$ cat config.mk
export PLATFORM = sky130hd
export DESIGN_NAME = int_float_conv_pipe
export DESIGN_NICKNAME = d
export VERILOG_FILES = /design/src/rtl/int_float_conv_pipe.sv
export SDC_FILE = /design/constraint.sdc
export NUM_CORES = 1
export LEC_CHECK = 0
export ABC_CLOCK_PERIOD_IN_PS = 14100
export BUFFER_PORTS_ARGS = -buffer_cell sky130_fd_sc_hd__buf_4
export CELL_PAD_IN_SITES_DETAIL_PLACEMENT = 1
export CELL_PAD_IN_SITES_GLOBAL_PLACEMENT = 2
export CORE_AREA = 2 2 212 214
export CTS_BUF_LIST = sky130_fd_sc_hd__clkbuf_8
export CTS_CLUSTER_SIZE = 30
export DETAILED_ROUTE_END_ITERATION = 12
export DIE_AREA = 0 0 214 216
export PLACE_DENSITY_LB_ADDON = 0.1
export REMOVE_ABC_BUFFERS = 1
export SYNTH_ARGS = -nofsm -noshare
export SYNTH_HDL_FRONTEND = slang
export SYNTH_SLANG_ARGS = --single-unit
$ cat constraint.sdc
create_clock -name clk -period 14.1 [get_ports clk]
set_clock_uncertainty 0.1 [all_clocks]
set_input_delay 1.41 -clock clk [delete_from_list [all_inputs] [get_ports clk]]
set_output_delay 1.41 -clock clk [all_outputs]
set_load 0.02 [all_outputs]
$ cat src/rtl/int_float_conv_pipe.sv
// Pipelined int<->IEEE-754 converter; INT_FLOAT_CONV_RNE_EN selects round-to-nearest-even for int->float (else truncate).
// Latency 3 cycles, throughput 1/cycle; global stall, in_ready = ~s3 valid | out_ready.
// Backpressure: all stages hold while a result waits on out_ready; reset discards everything in flight.
module int_float_conv_pipe #(
  parameter int INT_W = 32,
  parameter int EXP_W = 8,
  parameter int MAN_W = 23,
  parameter int TAG_W = 4
) (
  input  logic             clk,
  input  logic             rst,
  input  logic             in_valid,
  output logic             in_ready,
  input  logic             in_mode,
  input  logic [INT_W-1:0] in_data,
  input  logic [TAG_W-1:0] in_tag,
  output logic             out_valid,
  input  logic             out_ready,
  output logic [INT_W-1:0] out_data,
  output logic [TAG_W-1:0] out_tag,
  output logic             out_inexact,
  output logic             out_invalid
);

  localparam int BIAS  = (1 << (EXP_W - 1)) - 1;
  localparam int POS_W = $clog2(INT_W);
  localparam int EXT_W = INT_W + MAN_W;
  localparam logic [EXP_W-1:0] EXP_BIAS = EXP_W'(BIAS);
  localparam logic [EXP_W-1:0] EXP_OVF  = EXP_W'(BIAS + INT_W - 1);
  localparam logic [INT_W-1:0] INT_MAX  = {1'b0, {(INT_W-1){1'b1}}};
  localparam logic [INT_W-1:0] INT_MIN  = {1'b1, {(INT_W-1){1'b0}}};

  logic advance;
  logic s3_vld;

  assign advance   = ~s3_vld | out_ready;
  assign in_ready  = advance;
  assign out_valid = s3_vld;

  // ---------------- S1: sign/magnitude, unpack, classify ----------------
  logic             s1_vld, s1_mode, s1_sign, s1_zero, s1_nan;
  logic [TAG_W-1:0] s1_tag;
  logic [INT_W-1:0] s1_mag;
  logic [EXP_W-1:0] s1_exp;
  logic [MAN_W-1:0] s1_man;

  logic             in_sign;
  logic [EXP_W-1:0] in_exp;
  logic [MAN_W-1:0] in_man;

  assign in_sign = in_data[INT_W-1];
  assign in_exp  = in_data[INT_W-2 -: EXP_W];
  assign in_man  = in_data[MAN_W-1:0];

  always_ff @(posedge clk or posedge rst) begin
    if (rst) begin
      s1_vld  <= 1'b0;
      s1_mode <= 1'b0;
      s1_tag  <= '0;
      s1_sign <= 1'b0;
      s1_mag  <= '0;
      s1_exp  <= '0;
      s1_man  <= '0;
      s1_zero <= 1'b0;
      s1_nan  <= 1'b0;
    end else if (advance) begin
      s1_vld  <= in_valid;
      s1_mode <= in_mode;
      s1_tag  <= in_tag;
      s1_sign <= in_sign;
      // INT_MIN negates to itself, which reads as the unsigned 2^(INT_W-1)
      s1_mag  <= in_sign ? -in_data : in_data;
      s1_exp  <= in_exp;
      s1_man  <= in_man;
      s1_zero <= ~|in_exp & ~|in_man;
      s1_nan  <= (&in_exp) & (|in_man);
    end
  end

  // ---------------- S2: leading one / exponent decode ----------------
  function automatic logic [POS_W-1:0] msb_pos(input logic [INT_W-1:0] v);
    msb_pos = '0;
    for (int i = 0; i < INT_W; i++) begin
      if (v[i]) msb_pos = POS_W'(i);
    end
  endfunction

  logic             f_small, f_ovf, f_min, f_sat;
  logic [POS_W-1:0] f_sh, i_lead;

  // Exact -2^(INT_W-1) is the only in-range value at the overflow exponent
  assign f_small = s1_exp < EXP_BIAS;
  assign f_ovf   = s1_exp >= EXP_OVF;
  assign f_min   = s1_sign & (s1_exp == EXP_OVF) & ~|s1_man;
  assign f_sat   = s1_nan | (f_ovf & ~f_min);
  assign f_sh    = s1_exp[POS_W-1:0] - EXP_BIAS[POS_W-1:0];
  assign i_lead  = msb_pos(s1_mag);

  logic             s2_vld, s2_mode, s2_sign, s2_zero, s2_inx0, s2_sat;
  logic [TAG_W-1:0] s2_tag;
  logic [INT_W-1:0] s2_mag;
  logic [MAN_W-1:0] s2_man;
  logic [POS_W-1:0] s2_sh;

  always_ff @(posedge clk or posedge rst) begin
    if (rst) begin
      s2_vld  <= 1'b0;
      s2_mode <= 1'b0;
      s2_tag  <= '0;
      s2_sign <= 1'b0;
      s2_mag  <= '0;
      s2_man  <= '0;
      s2_sh   <= '0;
      s2_zero <= 1'b0;
      s2_inx0 <= 1'b0;
      s2_sat  <= 1'b0;
    end else if (advance) begin
      s2_vld  <= s1_vld;
      s2_mode <= s1_mode;
      s2_tag  <= s1_tag;
      // On saturation the sign selects the limit; NaN always goes to INT_MAX
      s2_sign <= (s1_mode & f_sat) ? (s1_sign & ~s1_nan) : s1_sign;
      s2_mag  <= s1_mag;
      s2_man  <= s1_man;
      s2_sh   <= s1_mode ? f_sh : i_lead;
      s2_zero <= s1_mode & f_small;
      s2_inx0 <= ~s1_zero;
      s2_sat  <= s1_mode & f_sat;
    end
  end

  // ---------------- S3: shift, round, pack, flags ----------------
  logic [POS_W-1:0] i_lsh;
  logic [INT_W-1:0] i_norm;
  logic [MAN_W-1:0] i_mant, i_mant_r;
  logic [EXP_W-1:0] i_exp, i_exp_r;
  logic             i_guard, i_sticky;
  logic [INT_W-1:0] i2f_data;

  assign i_lsh    = POS_W'(INT_W - 1) - s2_sh;
  assign i_norm   = s2_mag << i_lsh;
  assign i_mant   = i_norm[INT_W-2 -: MAN_W];
  assign i_guard  = i_norm[INT_W-2-MAN_W];
  assign i_sticky = |i_norm[INT_W-3-MAN_W:0];
  assign i_exp    = EXP_W'(s2_sh) + EXP_BIAS;

`ifdef INT_FLOAT_CONV_RNE_EN
  logic i_up, i_carry;
  assign i_up = i_guard & (i_sticky | i_mant[0]);
  // Mantissa carry-out wraps the mantissa to zero and bumps the exponent
  assign {i_carry, i_mant_r} = {1'b0, i_mant} + {{MAN_W{1'b0}}, i_up};
  assign i_exp_r = i_exp + {{(EXP_W-1){1'b0}}, i_carry};
`else
  assign i_mant_r = i_mant;
  assign i_exp_r  = i_exp;
`endif

  // Normalised msb clear means the integer was zero
  assign i2f_data = i_norm[INT_W-1] ? {s2_sign, i_exp_r, i_mant_r} : '0;

  logic [EXT_W-1:0] f_ext;
  logic [INT_W-1:0] f_imag, f2i_data;
  logic             f_frac, f2i_inexact;

  assign f_ext  = EXT_W'({1'b1, s2_man}) << s2_sh;
  assign f_imag = f_ext[MAN_W +: INT_W];
  assign f_frac = |f_ext[MAN_W-1:0];

  always_comb begin
    f2i_data    = s2_sign ? -f_imag : f_imag;
    f2i_inexact = f_frac;
    if (s2_sat) begin
      f2i_data    = s2_sign ? INT_MIN : INT_MAX;
      f2i_inexact = 1'b0;
    end else if (s2_zero) begin
      f2i_data    = '0;
      f2i_inexact = s2_inx0;
    end
  end

  always_ff @(posedge clk or posedge rst) begin
    if (rst) begin
      s3_vld      <= 1'b0;
      out_data    <= '0;
      out_tag     <= '0;
      out_inexact <= 1'b0;
      out_invalid <= 1'b0;
    end else if (advance) begin
      s3_vld      <= s2_vld;
      out_tag     <= s2_tag;
      out_data    <= s2_mode ? f2i_data : i2f_data;
      out_inexact <= s2_mode ? f2i_inexact : (i_guard | i_sticky);
      out_invalid <= s2_mode & s2_sat;
    end
  end

endmodule

==> results of run 1 <==
## area by class of cell
cell class                      instances  area [µm²]
Fill cell                            5292       29400
Inverter                               27         111
Clock buffer                           17         234
Tap cell                              592         741
Sequential cell                       179        4490
Multi-Input combinational cell       1291        7940
Timing Repair Buffer                  104         793
Clock inverter                         15         141
## sequential cells by signal (all words and copies together) (netlist names), 4 cells and up
register  count
out_data     32
s1_mag       32
s2_mag       32
s1_man       22
s2_man       22
s1_exp        8
s2_sh         5
out_tag       4
s1_tag        4
s2_tag        4
## cells by family (layout without fill, tap and decap cells)
| family | Yosys count | in the layout | synth area share |
|---|---|---|---|
| AO/OA/AOI/OAI | 388 | 388 | 0.194 |
| flip-flops | 179 | 179 | 0.345 |
| AND/OR/NAND/NOR | 738 | 738 | 0.243 |
| XOR/XNOR | 36 | 36 | 0.0243 |
| buffers and inverters | 141 | 163 | 0.0437 |
| multiplexers | 123 | 123 | 0.144 |
| adder cells (fa/ha/maj) | 6 | 6 | 0.00578 |
## power by group through the flow
stage | Clock [mW] | Combinational (mW) | Sequential, mW
after floorplan | 0 | 1.59 | 1.00
after global placement | 0 | 2.63 | 0.944
after detailed placement | 0 | 2.63 | 0.951
after CTS | 0.391 | 2.64 | 0.939
after global routing | 0.404 | 2.87 | 0.972
final | 0.371 | 2.65 | 0.938
## critical path, stage by stage (launching register included)
cell and delay, ns:
dfrtp_4 0.76, buf_4 0.64, mux2i_1 0.36, a211o_1 0.28
o221ai_1 0.39, a22oi_1 0.35, ha_1 0.28, nand2_1 0.07
o21a_1 0.20, o2bb2ai_1 0.27, or3_4 0.49, or3_4 0.44
or4_1 0.51, nand3_1 0.09
## metal layers
metal,vias to the layer above,share of wire,track usage
li1,5788,-,-
met1,6260,0.46,0.313
met2,233,0.48,0.388
met3,58,0.031,0.0352
met4,0,0.027,0.0811
met5,-,0,0
## through the flow
step	setup TNS [ns]	hold slack, ns	power [mW]	std cells
finish	0	0.362	3.96	2225
global route	0	0.386	4.24	2225
CTS	0	0.363	3.97	2225
detailed placement	0	0.347	3.58	2193
global placement	0	0.340	3.57	2193
floorplan	-27.12	0.317	2.59	1497
## cell usage in the layout (no fill, tap or decap), types with 7 or more instances in the layout
cell type  Yosys  final
a211oi_1      13     13
a21o_1         7      7
a21oi_1       73     73
a221oi_1      14     14
a22oi_1        8      8
a31oi_1       18     18
and3_1        13     13
buf_4          0    103
clkbuf_8       0     17
dfrtp_1      179    175
inv_1         24     22
mux2_2        28     28
mux2i_1       47     47
mux4_2        40     40
nand2_1      461    461
nand2b_1       9      9
nand3_1       38     38
nand4_1       15     15
nor2_1       112    112
nor2b_1       12     11
nor3_1        18     18
nor4_1        16     16
o211ai_1      10     10
o21ai_0      126    126
o22ai_1       13     13
o31ai_1       22     22
o41ai_1       10     10
or3_1          8      8
or4_1          8      8
xor2_1        30     30
## how the worst max path moves through the flow
stage	startpoint	to	slack [ns]
finish	s2_sh[1]	out_data[30]	8.75
global route	s2_sh[1]	out_data[30]	8.46
CTS	s2_sh[1]	out_data[30]	8.78
detailed placement	s2_sh[1]	out_data[30]	8.79
global placement	s2_sh[1]	out_data[30]	8.93
floorplan	out_ready	in_ready	-1.01
==> flow_summary.json, run 1 <==
{
  "synth.distinct_cells": 78,
  "r2r_cells": 13,
  "antenna_found_initial": 1,
  "cts-resized-gates": 0,
  "cts_setup_buffers": 0,
  "regToRegSetupSlack_ns": 8.75,
  "overflow": 0,
  "diodes": 0,
  "synth.area.top_cells": "dfrtp_1 35%, nand2_1 13%, mux4_2 6.9%",
  "yosysTopAreaCell": "dfrtp_1",
  "yosysWarnings": 0,
  "num_vias": 12300,
  "post-route-period-util": 0.379,
  "hold_path_end": "s2_inx0",
  "dieArea_um2": 46200,
  "dieHeight_um": 216,
  "max_freq_mhz": 187,
  "grt_usage": 0.235,
  "internal-power_mw": 1.75,
  "ys.flop_type": "dfrtp_1",
  "synth_edf_count": 0,
  "hold_path_class": "flip-flop to flip-flop",
  "drc": 0,
  "synth.top_cell.area_share": 0.345,
  "cp.required_ns": 14.51,
  "setup_ws_ns": 8.75,
  "yosysMostFrequentCell": "nand2_1",
  "syn_area_um2": 13000,
  "power_density_nw_per_um2": 274,
  "yosys-top-cells-count": "461 x nand2_1, 179 x dfrtp_1, 126 x o21ai_0",
  "place_ws_ns": 8.79,
  "routedWlPerCell_um": 24.1,
  "min_path_cells": 1,
  "pwr-share-clk": 0.094,
  "clk_pin_slew_ns": 0.12,
  "rows": 77,
  "routed_wl_mm": 53.7,
  "p_leak_nw": 6.27,
  "reg2reg_from": "s2_sh[1]",
  "final-setup-viol-count": 0,
  "core-area_um2": 43800,
  "maxCapViolCount": 0,
  "slew_viol_final": 0,
  "slew_headroom": 0.0977,
  "critical_path.max_fanout": 58,
  "root_buffer": "clkbuf_8",
  "critPathLaunchType": "flip-flop",
  "fin_nets": 1667,
  "die_width_um": 214,
  "hold_path_startpoint": "s1_zero",
  "pin_count": 81,
  "clkLatencyLatePin_ns": 0.57,
  "place.gp.congestion": 0.907,
  "place_area_um2": 14100,
  "arrival_ns": 5.76,
  "cts_buffers": 17,
  "min_period_ns": 5.35,
  "comb_power_share": 0.670,
  "yosysSeqAreaShare": 0.345,
  "grt_start_max_net_pins": 126,
  "cts_tree": "yes",
  "hold_viol_final": 0,
  "power_frac_seq": 0.237,
  "portBuffers": 80,
  "postLayoutCellArea_um2": 14400,
  "syn_to_final_growth_pct": 11.3,
  "cts_max_level": 4,
  "viasPerCell": 5.55,
  "grt_pass1_wl_mm": 82.2,
  "synth_cells": 1611,
  "reg2reg_to": "out_data[30]",
  "switching_share": 0.557,
  "rsz0062_at_grt": "no",
  "ys_ff_latch": 179,
  "vdd_drop_max_mv": 0.0728,
  "drive_above_1_share": 0.137,
  "initial_core_util": 0.296,
  "finalCoreUtilization": 0.330,
  "crit_type": "flip-flop to flip-flop",
  "post-dp-hpwl_mm": 39.5,
  "status": "complete, no violations",
  "worst_pin_slew_ns": 1.35,
  "holdBufCountCts": 0,
  "synth-async-reset-ratio": 1.00,
  "drt_iter0_drc": 844,
  "cts.sinks": 179,
  "postSynthAreaPerCell_um2": 8.06,
  "first_pass_iters": 5,
  "switchingPower_mw": 2.21,
  "end_kind": "flip-flop",
  "cts_buffer_depth": 2,
  "ant_nets": 0,
  "grt_pass1_vias": 12500
}
No activity file was read; power rests on OpenSTA's default activity.
==> run 2, diff against run 1 <==
ABC_AREA = 1   (was not set)
ABC_CLOCK_PERIOD_IN_PS = 5400   (was 14100)
CORE_AREA = 2 2 205 207   (was 2 2 212 214)
DIE_AREA = 0 0 207 209   (was 0 0 214 216)
clock period = 5.4 ns   (was 14.1 ns; I/O delays follow)
==> run 2 against run 1 <==
Net effect: combinational power up 110%; hold slack got worse by 0.28 ns; via count decreased by 1.7%; sequential share of layout area rose by 2.0 points; synthesized cell count increased by 12%; clock-buffer cell count is 2 higher; core utilization fell by 0.13 points.
==> flow_summary.json, run 2 <==
{
  "status": "complete, no violations",
  "num_vias": 12100,
  "whs_ns": 0.0784,
  "cts_buffer_depth": 2,
  "synth_mux_area_frac": 0.0198,
  "placed_cells": 2335,
  "rsz0062_at_grt": "no",
  "finalCoreUtilization": 0.328,
  "fin_nets": 1864,
  "min_path_cells": 2,
  "core-area_um2": 41300,
  "synthSimpleGateAreaFrac": 0.304,
  "viasPerCell": 5.12,
  "routedWlPerCell_um": 19.5,
  "power_mw": 8.85,
  "pwr-share-clk": 0.116,
  "post-route-period-util": 0.763,
  "cts_setup_buffers": 0,
  "cpPeakStageDelay_ns": 0.75,
  "synth-async-reset-ratio": 1.00,
  "cts_tree": "yes",
  "cp.required_ns": 5.75,
  "grt_pass1_vias": 12800,
  "r2r_cells": 17,
  "reg2reg_to": "out_data[20]",
  "root_buffer": "clkbuf_8",
  "cts_max_level": 4,
  "ys.flop_type": "dfrtp_1",
  "vdd_drop_max_mv": 0.251,
  "power_frac_seq": 0.243,
  "max_freq_mhz": 243,
  "dieArea_um2": 43300,
  "die_width_um": 207,
  "yosysSeqAreaShare": 0.369,
  "synth.area.top_cells": "dfrtp_1 37%, nand2_1 18%, o21ai_0 8.3%",
  "cts_buffers": 17,
  "layout_common_cells": "567 x nand2_1, 200 x o21ai_0, 178 x dfrtp_1, 170 x inv_1, 111 x nor2_1",
  "ys_ff_latch": 179,
  "post-dp-hpwl_mm": 34.4,
  "setup_ws_ns": 1.28,
  "layout_commonest_cell": "nand2_1",
  "critPathLaunchType": "flip-flop",
  "cts-resized-gates": 0,
  "cp_common_cell": "o21ai_0",
  "yosys-top-cells-count": "567 x nand2_1, 200 x o21ai_0, 179 x dfrtp_1",
  "reg2reg_from": "s2_sh[0]",
  "synth.distinct_cells": 53,
  "initial_core_util": 0.294,
  "synth_cells": 1803,
  "postSynthAreaPerCell_um2": 6.73,
  "synth.top_cell.area_share": 0.369,
  "critical_path.max_fanout": 29,
  "slew_viol_final": 0,
  "pin_count": 81,
  "min_period_ns": 4.12,
  "ant_nets": 0,
  "power_density_nw_per_um2": 653,
  "dieHeight_um": 209,
  "yosysMostFrequentCell": "nand2_1",
  "startpoint": "s2_sh[0]",
  "overflow": 0,
  "drive_above_1_share": 0.0946,
  "synth_edf_count": 0,
  "cp_cell_sequence": "inv_1 > nand2_1 > nand3_1 > o21ai_0 > o21ai_0 > nand2_1 > o21ai_1 > ha_1 > nand3_2 > nor3_4 > nand3b_2 > nor2_2 > o21ai_0 > nand2_1 > o21ai_0 > a21oi_1 > nor2_1",
  "slew_headroom": 0.170,
  "switching_share": 0.554,
  "antenna_found_initial": 0,
  "p_leak_nw": 6.31,
  "portBuffers": 80,
  "hold_viol_final": 0,
  "switchingPower_mw": 4.90,
  "worst_pin_slew_ns": 1.24,
  "grt_usage": 0.221,
  "hold_path_class": "input pin to flip-flop",
  "drc": 0,
  "clkLatencyLatePin_ns": 0.56,
  "largestRegisters": "out_data: 32 flops, s1_mag: 32 flops, s2_mag: 32 flops",
  "yosysTopAreaCell": "dfrtp_1",
  "place.gp.congestion": 0.886,
  "synth_top_family_by_area": "simple AND/OR/NAND/NOR gates",
  "regToRegSetupSlack_ns": 1.28,
  "place_ws_ns": 1.34,
  "critPathSlowestCell": "inv_1",
  "routed_wl_mm": 46.2,
  "cts.sinks": 179,
  "synth_fa_ha_area_frac": 0.00619,
  "syn_area_um2": 12100,
  "synth-compound-area-share": 0.201,
  "final-setup-viol-count": 0,
  "grt_pass1_wl_mm": 74.3,
  "maxCapViolCount": 0,
  "layout.cells.non_filler": 2368,
  "internal-power_mw": 3.95,
  "syn_to_final_growth_pct": 11.8,
  "grt_start_max_net_pins": 164,
  "synth_xor_area_frac": 0.00650,
  "crit_type": "flip-flop to flip-flop",
  "hold_path_startpoint": "in_data[22]",
  "arrival_ns": 4.47,
  "comb_power_share": 0.641,
  "rows": 75,
  "first_pass_iters": 5,
  "diodes": 0,
  "yosysWarnings": 0,
  "clk_pin_slew_ns": 0.10,
  "drt_iter0_drc": 625,
  "end_kind": "flip-flop",
  "hold_path_end": "s1_mag[22]"
}
==> run 2: worst max-delay path by stage <==
stage	end	slack, ns	depth (start not counted)
6_report	out_data[20]	1.28	17
5_1_grt	out_data[22]	0.89	18
4_1_cts	out_data[20]	1.31	17
3_5_place_dp	out_data[20]	1.34	17
3_3_place_gp	out_data[20]	1.50	17
2_1_floorplan	s1_mag[22]	-3.72	5
==> run 2: critical path, delay by kind of cell, from the launching register on <==
| family | cells | cell delay (ns) |
|---|---|---|
| buffers and inverters | 1 | 0.75 |
| AO/OA/AOI/OAI | 6 | 0.96 |
| AND/OR/NAND/NOR | 9 | 1.44 |
| adder cells (fa/ha/maj) | 1 | 0.28 |
| flip-flops | 1 | 0.44 |
==> run 2: final cells by class <==
class | instances | area, µm²
Clock buffer | 19 | 262
Clock inverter | 12 | 143
Fill cell | 5303 | 27700
Inverter | 178 | 686
Multi-Input combinational cell | 1341 | 6530
Sequential cell | 179 | 4480
Tap cell | 539 | 674
Timing Repair Buffer | 100 | 781
==> run 2: power by group through the flow <==
stage          Sequential, mW  Clock (mW)  Combinational [mW]
3_5_place_dp             2.18           0                5.70
6_report                 2.15        1.02                5.68
2_1_floorplan            2.39           0                3.43
5_1_grt                  2.21        1.12                6.42
3_3_place_gp             2.17           0                5.70
4_1_cts                  2.16        1.08                5.73
==> run 2: cell families after synthesis <==
logic type                 Yosys count
and+or+nand+nor                    874
AOI/OAI and AO/OA                  428
buffers and inverters              283
DFF                                179
muxes                               24
xor gates and xnor gates             9
adders and majority gates            6
==> run 2: what timing repair did <==
action | 4_1_cts | 5_1_grt
endpoints found under the hold margin | 66 | 0
endpoints found under the setup margin | 0 | 0
hold buffers | 2 | 0
==> run 2: layer usage <==
metal,vias to the layer above,global-route usage,wire length (µm)
li1,6001,-,-
met1,5960,0.297,22300
met2,133,0.369,21800
met3,37,0.0346,1280
met4,0,0.0601,814
met5,-,0,0
==> run 2: stage by stage <==
stage,area (µm²),TNS [ns]
finish,13600,0
global route,13600,0
CTS,13600,0
detailed placement,13100,0
global placement,13100,0
floorplan,11700,-408.66
==> run 3, diff against run 2 <==
ABC_CLOCK_PERIOD_IN_PS = 4300   (was 5400)
clock period = 4.3 ns   (was 5.4 ns; I/O delays follow)
==> run 3 against run 2 <==
Net effect: via count up 1.3%; combinational power up 27%; maximum frequency up 8.7%; critical endpoint unchanged; wire length up 0.62%; non-clock buffer count up 27; sequential share of layout area down 0.58 points.
==> flow_summary.json, run 3 (synthesis gave the netlist of run 2 again) <==
{
  "status": "complete, no violations",
  "cp.required_ns": 4.65,
  "pin_count": 81,
  "comb_power_share": 0.642,
  "fin_tns_setup_ns": 0,
  "diodes": 0,
  "layout.cells.non_filler": 2395,
  "viasPerCell": 5.13,
  "cp_cell_sequence": "buf_4 > nand2_1 > o21ai_1 > mux2i_1 > mux2i_1 > nand2_1 > o21ai_1 > o21ai_1 > ha_1 > nand3_2 > nor3_4 > nand3b_2 > nor2_2 > o21ai_0 > nand2_1 > o21ai_0 > a21oi_1 > nor2_1",
  "drc": 0,
  "place_ws_ns": 0.395,
  "num_vias": 12300,
  "placed_cells": 2346,
  "grt_pass1_vias": 12700,
  "critical_path.max_fanout": 38,
  "rows": 75,
  "cpPeakStageDelay_ns": 0.64,
  "end_kind": "flip-flop",
  "pwr-share-clk": 0.114,
  "place.gp.congestion": 0.900,
  "root_buffer": "clkbuf_8",
  "core-area_um2": 41300,
  "cts_buffers": 17,
  "initial_core_util": 0.294,
  "rsz0062_at_grt": "no",
  "arrival_ns": 4.14,
  "switching_share": 0.558,
  "routed_wl_mm": 46.5,
  "finalCoreUtilization": 0.334,
  "clk_pin_slew_ns": 0.10,
  "grt_start_max_net_pins": 163,
  "die_width_um": 207,
  "setup_ws_ns": 0.509,
  "max_freq_mhz": 264,
  "crit_type": "flip-flop to flip-flop",
  "vdd_drop_max_mv": 0.312,
  "layout_common_cells": "567 x nand2_1, 200 x o21ai_0, 178 x dfrtp_1, 166 x inv_1, 111 x nor2_1",
  "dieArea_um2": 43300,
  "portBuffers": 80,
  "cts.sinks": 179,
  "cp.buffers_inverters": 1,
  "cts_setup_buffers": 0,
  "internal-power_mw": 4.98,
  "cts_buffer_depth": 2,
  "dieHeight_um": 209,
  "antenna_found_initial": 0,
  "switchingPower_mw": 6.30,
  "slew_viol_final": 0,
  "critPathLaunchType": "flip-flop",
  "clkLatencyLatePin_ns": 0.56,
  "drt_iter0_drc": 723,
  "overflow": 0,
  "maxCapViolCount": 0,
  "post-dp-hpwl_mm": 34.9,
  "hold_viol_final": 0,
  "layout_commonest_cell": "nand2_1",
  "first_pass_iters": 5,
  "final-setup-viol-count": 0,
  "grt_usage": 0.220,
  "regToRegSetupSlack_ns": 0.51,
  "worst_pin_slew_ns": 0.942,
  "power_density_nw_per_um2": 817,
  "fin_nets": 1891,
  "post-route-period-util": 0.882,
  "slew_headroom": 0.366,
  "grt_pass1_wl_mm": 73.9,
  "min_period_ns": 3.79,
  "routedWlPerCell_um": 19.4,
  "cts_tree": "yes",
  "critPathSlowestCell": "dfrtp_4",
  "largestRegisters": "out_data: 32 flops, s1_mag: 32 flops, s2_mag: 32 flops",
  "path_delay_family": "simple AND/OR/NAND/NOR gates",
  "syn_to_final_growth_pct": 13.8,
  "p_leak_nw": 6.42,
  "ant_nets": 0,
  "drive_above_1_share": 0.101,
  "cts_max_level": 4,
  "hold_path_class": "input pin to flip-flop",
  "power_frac_seq": 0.243
}
run 3: final timing paths:
check,endpoint,cells past startpoint,start
setup reg to reg,out_data[20],18,s2_sh[0]
setup / recovery,out_data[20],18,s2_sh[0]
hold reg to reg,out_valid,1,s2_vld
max in group asynchronous,out_tag[0],4,rst
min in group asynchronous,s1_tag[1],3,rst
hold / removal,s1_mag[6],3,in_data[6]
run 3: repair_timing:
item	in CTS	in global routing
hold endpoints to repair	112	0
hold buffers	18	0
gates resized for setup	0	1
endpoints found under the setup margin	0	1
run 3: power groups by stage:
stage          sequential (mW)  clock (mW)  combinational (mW)
2_1_floorplan             3.00           0                4.30
3_3_place_gp              2.76           0                7.22
3_5_place_dp              2.78           0                7.25
4_1_cts                   2.75        1.35                7.30
5_1_grt                   2.83        1.39                8.13
6_report                  2.75        1.29                7.24
run 3: final cells by class:
cell class	count	area (µm²)
clock inverter	12	145
tap	539	674
multi-input combinational	1341	6530
clock buffer	19	262
sequential	179	4480
fill	5285	27500
inverter	178	686
timing repair buffer	127	1020
run 3: metrics by stage:
stage / power (mW) / hold WS [ns] / area (µm²)
6_report: 11.3 / 0.0551 / 13800
5_1_grt: 12.4 / 0.0321 / 13800
4_1_cts: 11.4 / 0.00246 / 13800
3_5_place_dp: 10.0 / 0.356 / 13200
3_3_place_gp: 9.98 / 0.351 / 13200
2_1_floorplan: 7.30 / 0.340 / 11700
run 3: metal layers:
layer	vias to the layer above	wire [µm]	global-route usage
met2	155	21800	0.363
met5	-	0	0
met3	62	1320	0.0380
li1	6065	-	-
met1	6006	22000	0.290
met4	0	1360	0.0805
run 3: worst register-to-register path: cells and delay by family, from the launching register on:
family          cells  cell delay [ns]
compound gates      6             0.95
simple gates        8             1.10
flops               1             0.64
mux                 2             0.37
buf+inv             1             0.26
fa+ha+maj           1             0.29
